<file path="src/rtl/partial_mem_pkg.sv">
// Shared definitions for the data-memory partial load/store paths.
// Holds func3 encodings, the FSM state type and the alignment check.
package partial_mem_pkg;

    localparam logic [2:0] F3_LB  = 3'b000;
    localparam logic [2:0] F3_LH  = 3'b001;
    localparam logic [2:0] F3_LW  = 3'b010;
    localparam logic [2:0] F3_LBU = 3'b100;
    localparam logic [2:0] F3_LHU = 3'b101;
    localparam logic [2:0] F3_SB  = F3_LB;
    localparam logic [2:0] F3_SH  = F3_LH;
    localparam logic [2:0] F3_SW  = F3_LW;

    typedef enum logic [1:0] {
        IDLE,
        REQ,
        WAIT,
        RESP
    } state_t;

    // Size and alignment legality; unsigned variants share the size bits.
    function automatic logic access_ok(
        input logic [2:0] f3,
        input logic [1:0] a
    );
        logic ok;
        case (f3)
            F3_LB, F3_LBU: ok = 1'b1;
            F3_LH, F3_LHU: ok = ~a[0];
            F3_LW:         ok = (a == 2'b00);
            default:       ok = 1'b0;
        endcase
        return ok;
    endfunction

endpackage

</file>
<file path="src/rtl/load_extract.sv">
// Selects the byte/half/word addressed by a load and extends it.
// Purely combinational; func3 selects width and signedness.
module load_extract
    import partial_mem_pkg::*;
(
    input  logic [31:0] rdata,
    input  logic [2:0]  func3,
    input  logic [1:0]  addr,
    output logic [31:0] data
);

    logic [7:0]  byte_sel;
    logic [15:0] half_sel;

    assign byte_sel = rdata[8*addr +: 8];
    assign half_sel = rdata[16*addr[1] +: 16];

    always_comb begin
        data = rdata;
        case (func3)
            F3_LB:   data = {{24{byte_sel[7]}}, byte_sel};
            F3_LBU:  data = {24'h0, byte_sel};
            F3_LH:   data = {{16{half_sel[15]}}, half_sel};
            F3_LHU:  data = {16'h0, half_sel};
            default: data = rdata;
        endcase
    end

endmodule

</file>
<file path="src/rtl/partial_load_unit.sv">
// Load path: one word-aligned memory read per request, then
// extracts/extends the addressed field and holds it until accepted.
module partial_load_unit
    import partial_mem_pkg::*;
#(
    parameter int ADDR_WIDTH = 32,
    parameter int DATA_WIDTH = 32
) (
    input  logic                  clk,
    input  logic                  rst,
    input  logic                  ld_valid,
    output logic                  ld_ready,
    input  logic [2:0]            func3,
    input  logic [ADDR_WIDTH-1:0] addr,
    output logic                  mem_req,
    output logic [ADDR_WIDTH-1:0] mem_addr,
    input  logic                  mem_gnt,
    input  logic                  mem_rvalid,
    input  logic [DATA_WIDTH-1:0] mem_rdata,
    output logic                  resp_valid,
    input  logic                  resp_ready,
    output logic [DATA_WIDTH-1:0] resp_data,
    output logic                  resp_fault
);

    state_t                state_q;
    state_t                state_d;
    logic [2:0]            func3_q;
    logic [ADDR_WIDTH-1:0] addr_q;
    logic [DATA_WIDTH-1:0] ext_data;
    logic                  accept;
    logic                  legal;

    assign ld_ready   = (state_q == IDLE);
    assign mem_req    = (state_q == REQ);
    assign resp_valid = (state_q == RESP);
    assign mem_addr   = {addr_q[ADDR_WIDTH-1:2], 2'b00};
    assign accept     = ld_ready & ld_valid;
    assign legal      = access_ok(func3, addr[1:0]);

    load_extract u_extract (
        .rdata (mem_rdata),
        .func3 (func3_q),
        .addr  (addr_q[1:0]),
        .data  (ext_data)
    );

    always_ff @(posedge clk or negedge rst) begin
        if (!rst) state_q <= IDLE;
        else      state_q <= state_d;
    end

    always_comb begin
        state_d = state_q;
        case (state_q)
            IDLE: if (accept) state_d = legal ? REQ : RESP;
            REQ:  if (mem_gnt) state_d = WAIT;
            WAIT: if (mem_rvalid) state_d = RESP;
            RESP: if (resp_ready) state_d = IDLE;
            default: state_d = IDLE;
        endcase
    end

    // Illegal accesses skip memory and go straight to a fault response.
    always_ff @(posedge clk or negedge rst) begin
        if (!rst) begin
            func3_q    <= '0;
            addr_q     <= '0;
            resp_data  <= '0;
            resp_fault <= 1'b0;
        end else if (accept) begin
            func3_q    <= func3;
            addr_q     <= addr;
            resp_data  <= '0;
            resp_fault <= ~legal;
        end else if (state_q == WAIT && mem_rvalid) begin
            resp_data  <= ext_data;
            resp_fault <= 1'b0;
        end
    end

endmodule

</file>
<file path="config.mk">
export PLATFORM = sky130hd
export DESIGN_NAME = partial_load_unit
export DESIGN_NICKNAME = d
export VERILOG_FILES = /design/src/rtl/partial_mem_pkg.sv /design/src/rtl/load_extract.sv /design/src/rtl/partial_load_unit.sv
export SDC_FILE = /design/constraint.sdc
export NUM_CORES = 1
export LEC_CHECK = 0
export ABC_AREA = 1
export BUFFER_PORTS_ARGS = -buffer_cell sky130_fd_sc_hd__buf_2
export CORE_MARGIN = 2
export CORE_UTILIZATION = 50
export CTS_CLUSTER_SIZE = 40
export DETAILED_ROUTE_END_ITERATION = 6
export PLACE_DENSITY = 0.86
export SYNTH_ARGS = -nofsm -noshare
export SYNTH_HDL_FRONTEND = slang
export SYNTH_SLANG_ARGS = --single-unit
</file>
<file path="constraint.sdc">
create_clock -name clk -period 1.9 [get_ports clk]
set_input_delay 0.285 -clock clk [delete_from_list [all_inputs] [get_ports clk]]
set_output_delay 0.285 -clock clk [all_outputs]
set_load 0.005 [all_outputs]
</file>
### Word-level counts from Yosys, hierarchy flattened

Index checks and enable logic that the tools add are counted.

| storage, ports and cells | value |
|---|---|
| bits in registers | 70 |
| logic and storage cells | 45 |
| memories kept | 0 |
| output and inout port bits | 68 |
| RAM bits | 0 |
| bits in read-only memories | 0 |
| bits in latches | 0 |
| input bits | 73 |

| operators by class | value |
|---|---|
| mux-type cells | 12 |
| reduce and logical (&&, ||, !) cells | 9 |
| shift operators | 2 |
| multiply operators | 0 |
| divide/modulo/power cells | 0 |
| order comparisons | 0 |
| bitwise operators | 3 |
| add/sub/neg operators | 0 |
| equality and inequality tests | 14 |

Operator list:

| operator | count |
|---|---|
| $pmux 32 s4 | 1 |
| $mux 32 | 2 |
| $shiftx 32x6->16 | 1 |
| $shiftx 32x6->8 | 1 |
| $eq 3x3->1 const B | 4 |
| $mux 2 | 5 |
| $pmux 2 s4 | 1 |
| $eq 3x1->1 const B | 2 |
| $logic_not 3->1 | 2 |
| $ne 2x1->1 const B | 3 |
| $eq 2x2->1 const B | 2 |
| $logic_not 2->1 | 2 |
| $reduce_and 4->1 | 1 |
| $reduce_or 2->1 | 2 |
| $eq 3x2->1 const B | 1 |
| $pmux 1 s3 | 1 |
| $eq 2x1->1 const B | 1 |
| $mux 1 | 2 |
| $ne 2x2->1 const B | 1 |
| $not 1->1 | 2 |
| $reduce_bool 2->1 | 1 |
| $and 1x1->1 | 1 |
| $logic_and 1x1->1 | 1 |

### Logic depth before layout (Yosys ltp)

| logic depth | value |
|---|---|
| word-level depth | 6 |
| mapped depth | 10 |
| depth with buffers taken out | 9 |

### Cells and area by module

From an unflattened synthesis, not the netlist that was laid out.

| second synthesis, totals | value |
|---|---|
| cell total of the unflattened synthesis | 460 |
| area, all modules | 4000.1 um^2 |

By module, submodules not included:

| module | area an instance (um^2) | cells an instance | seq. area each (um^2) | instances |
|---|---|---|---|---|
| partial_load_unit | 3128.0 | 291 | 1751.7 | 1 |
| load_extract | 872.1 | 169 | 0.0 | 1 |

### Least setup slack after synthesis

Ideal clock, no wire load.

| path | value |
|---|---|
| path kind | reg-to-reg |
| from | register state_q[0] |
| to | register resp_data[22] |
| clock period less this slack | 1.489 ns |
| stages on the path, launching flop included | 9 |
| data required time | 1.784 ns |
| arrival | 1.373 ns |
| slack | 0.411 ns |
| library setup time | 0.116 ns |
| buffers on the path | 1 |
| cell sequence | dfrtp_1 -> inv_1 -> ha_1 -> nand2_2 -> nand3_1 -> buf_1 -> nor2_1 -> nand2_2 -> nand2_1 |

| on the way | value |
|---|---|
| longest elaborated chain between the ends | 3 |
| elaborated cells on any way between the ends | 6 |
| classes of those cells | eq/ne (1); mux (1); bitwise (1); reduce/logical (3) |

RTL lines:

| element | line | source |
|---|---|---|
| from (decl) | partial_load_unit.sv:26 | `state_t state_q;` |
| from (signal assigned) | partial_load_unit.sv:50 | `else state_q <= state_d;` |
| $logic_not 2->1 * | partial_load_unit.sv:34 | `assign ld_ready = (state_q == IDLE);` |
| via ld_ready | partial_load_unit.sv:12 | `output logic ld_ready,` |
| $and 1x1->1 * | partial_load_unit.sv:38 | `assign accept = ld_ready & ld_valid;` |
| $mux 32 or $reduce_bool 2->1 (tied branches) | n/a |  |
| to (signal assigned) | partial_load_unit.sv:77 | `resp_data <= ext_data;` |
| to (decl) | partial_load_unit.sv:22 | `output logic [DATA_WIDTH-1:0] resp_data,` |

Mark *: on every way through the listed nets, which the timed path passes. The rest lies on a longest branch.
A chain may end at the register's enable or synchronous reset.

### Worst setup path after layout

| path | value |
|---|---|
| from | register state_q[0] |
| to | register resp_data[4] |

| on the way | value |
|---|---|
| longest elaborated chain between the ends | 3 |
| elaborated cells on any way between the ends | 6 |
| classes of those cells | eq/ne (1); mux (1); bitwise (1); reduce/logical (3) |

RTL lines:

| element | line |
|---|---|
| $logic_not 2->1 or $eq 2x2->1 (tied branches) | partial_load_unit.sv:34, partial_load_unit.sv:76 |
| $and 1x1->1 or $logic_and 1x1->1 (tied branches) | partial_load_unit.sv:38, partial_load_unit.sv:76 |
| $mux 32 or $reduce_bool 2->1 (tied branches) | n/a |

Several ways; a longest one is shown, not always the timed one.

==> qor.csv <==
stage;metric;value;unit
synthesis;post-synth-top-count-cell;nand2_1;
timing;layout_setup_ws;0.179;ns
timing;max_slew_margin;59.6;%
final_layout;areaGrowthSynthToFinish;20.7;%
cts;post-cts-setup-buffer-count;0;
floorplan;core_area;0.00733;mm²
timing;hold_ws;0.116;ns
global_route;antenna_found_initial;0;
critical_path;critPathArrivalTime;1.99;ns
synthesis;synth.area.top_cells;dfrtp_1 46%, nand2_1 20%, buf_4 6.5%, nor2_1 5.8%, inv_1 2.7%;
cts;cts_tree;yes;
cts;clk_path_buf_depth;2;
critical_path;end_kind;register;
floorplan;die-area;0.00834;mm²
detailed_routing;dr.pass1.iters;5;
final_layout;nets;691;
cts;clkSlewWorstSetupHoldPaths;0.09;ns
timing;rsz0062_at_grt;false;
floorplan;die_w;91.3;µm
pwr;total_power;7.04;mW
hold_path;hp-class;input pin to register;
pwr;power-per-cell-area;1530;mW/mm²
critical_path;start_kind;register;
synthesis;synthTopCellsByCount;207 x nand2_1, 70 x dfrtp_1, 59 x nor2_1;
global_route;grt_max_degree;50;
synthesis;synth.cell_area;0.00381;mm²
status;status;finished, final reports clean;
detailed_routing;drc;0;
placed_design;post-place-ws;0.203;ns
synthesis;yosysTopAreaCellShare;46.0;%
floorplan;rows;31;
detailed_routing;wirelength;9440;µm
cts;numCtsBuffers;9;
hold_path;hold_depth;3;
placed_design;dp.cells;700;
cts;clk_latency;0.35;ns
global_route;track_usage;23.4;%
flow_run;maxCapViolCount;0;
synthesis;ys_ff_latch;70;
critical_path;crit_fanout;31;
synthesis;yosysUniqueCellTypes;29;
synthesis;synth_edf_count;0;
global_route;grt.overflow.total;0;
placed_design;portBuffers;138;
detailed_routing;drtAntennaViolNets;0;
cts;cts_resized;0;
pwr;power_leakage;2.77;nW
cts;cts_hold_buffers;1;
global_route;grt_pass1_vias;3413;
pwr;vdd_drop_max;857;µV
floorplan;dieHeight;91.3;µm
final_layout;finish.utilization;62.7;%
timing;period_share;90.6;%
cts;cts.sinks;70;
final_layout;seq_area;0.00175;mm²
final_layout;final_area;0.00460;mm²
final_layout;drive_gt1_share;30.3;%
detailed_routing;num_vias;3598;
critical_path;criticalPathCategory;register to register;
final_layout;instances_no_fill;717;
synthesis;synth_warnings;0;
synthesis;synthArstFlopShare;100;%
synthesis;yosys.area.top_type;dfrtp_1;
timing;tightestPinTransition;0.603;ns
synthesis;avgSynthCellArea;7.50;µm²
placed_design;gp_congestion;0.867;
cts;htree_levels;3;
floorplan;start_util;52.0;%
synthesis;synthCells;508;
detailed_routing;drt-initial-drc-count;327;
final_layout;fill_cells;674;
cts;root_buffer;clkbuf_8;
detailed_routing;wire_per_inst;13.2;µm
timing;max_freq;581;MHz
placed_design;placed_area;0.00436;mm²
timing;setup_tns;0;ns
timing;fin_crit;1.72;ns
final_layout;multi_input_area;0.00157;mm²
timing;slew_violations;0;
timing;fin_skew;0.0138;ns
timing;hold_viol;0;
critical_path;reg2reg_depth;8;
timing;setup_viol;0;
synthesis;yosys_most_used_dff;dfrtp_1;
critical_path;worstPathRequired;2.17;ns
final_layout;diodes;0;
floorplan;pin_count;141;
synthesis;ys_seq_area_share;46.0;%
global_route;grt_pass1_wl;15600;µm
placed_design;hpwlAfterDp;6970;µm
detailed_routing;viasPerCell;5.02;
==> cell families after synthesis <==
logic type,share of synthesized area (%)
AND/OR/NAND/NOR,32.2
buffers and inverters,12.8
flip-flops,46.0
AO/OA/AOI/OAI,7.26
adder cells (fa/ha/maj),1.64
other,0.0984
==> metal layers <==
metal	global-route usage [%]	up-vias	routed length, µm
li1	-	1743	-
met1	30.6	1655	3920
met4	10.4	0	209
met2	38.3	180	4480
met5	0	-	0
met3	4.23	20	836
==> area by class of cell <==
class / instances / area share [%]
tap: 99 / 2.69
clock buffer: 9 / 2.69
inverter: 30 / 2.67
sequential: 70 / 38.1
multi-input combinational: 355 / 34.2
timing repair buffer: 147 / 17.4
clock inverter: 7 / 2.26
==> worst paths after layout <==
kind                         startpoint       endpoint  slack (ns)
setup / recovery             state_q[0]   resp_data[4]        0.18
hold / removal                 addr[23]     addr_q[23]        0.12
setup reg to reg             state_q[0]   resp_data[4]        0.18
hold reg to reg            resp_data[1]   resp_data[1]        0.48
max in group asynchronous           rst      addr_q[6]        0.79
min in group asynchronous           rst  resp_data[26]        0.46
==> registers in the layout, indices dropped and copies added (netlist names) <==
signal,cells
addr_q,32
func3_q,3
resp_data,32
resp_fault,1
state_q,2
==> report_power, final <==
group | internal (mW) | total [mW] | switching, mW
clock | 0.755 | 1.37 | 0.619
combinational | 1.26 | 3.17 | 1.91
sequential | 2.07 | 2.49 | 0.424
total | 4.08 | 7.04 | 2.96
==> cell usage in the layout (no fill, tap or decap), drive strengths merged, types with 2 or more instances in the layout <==
cell type	count
buf	146
o211ai	12
o21ai	21
ha	5
dfrtp	70
inv	32
a21oi	15
clkinv	3
nor2	61
nand3	10
conb	2
clkbuf	9
nand2	224
bufinv	2
==> worst max-delay path, cell delays in order, from the launching register on <==
cell,delay (ns)
dfrtp_1,0.40
inv_1,0.10
ha_1,0.25
nand2_2,0.21
nand3_1,0.16
buf_12,0.20
nor2_1,0.09
o21ai_1,0.08
o21ai_1,0.16
(Power assumes the default switching activity.)
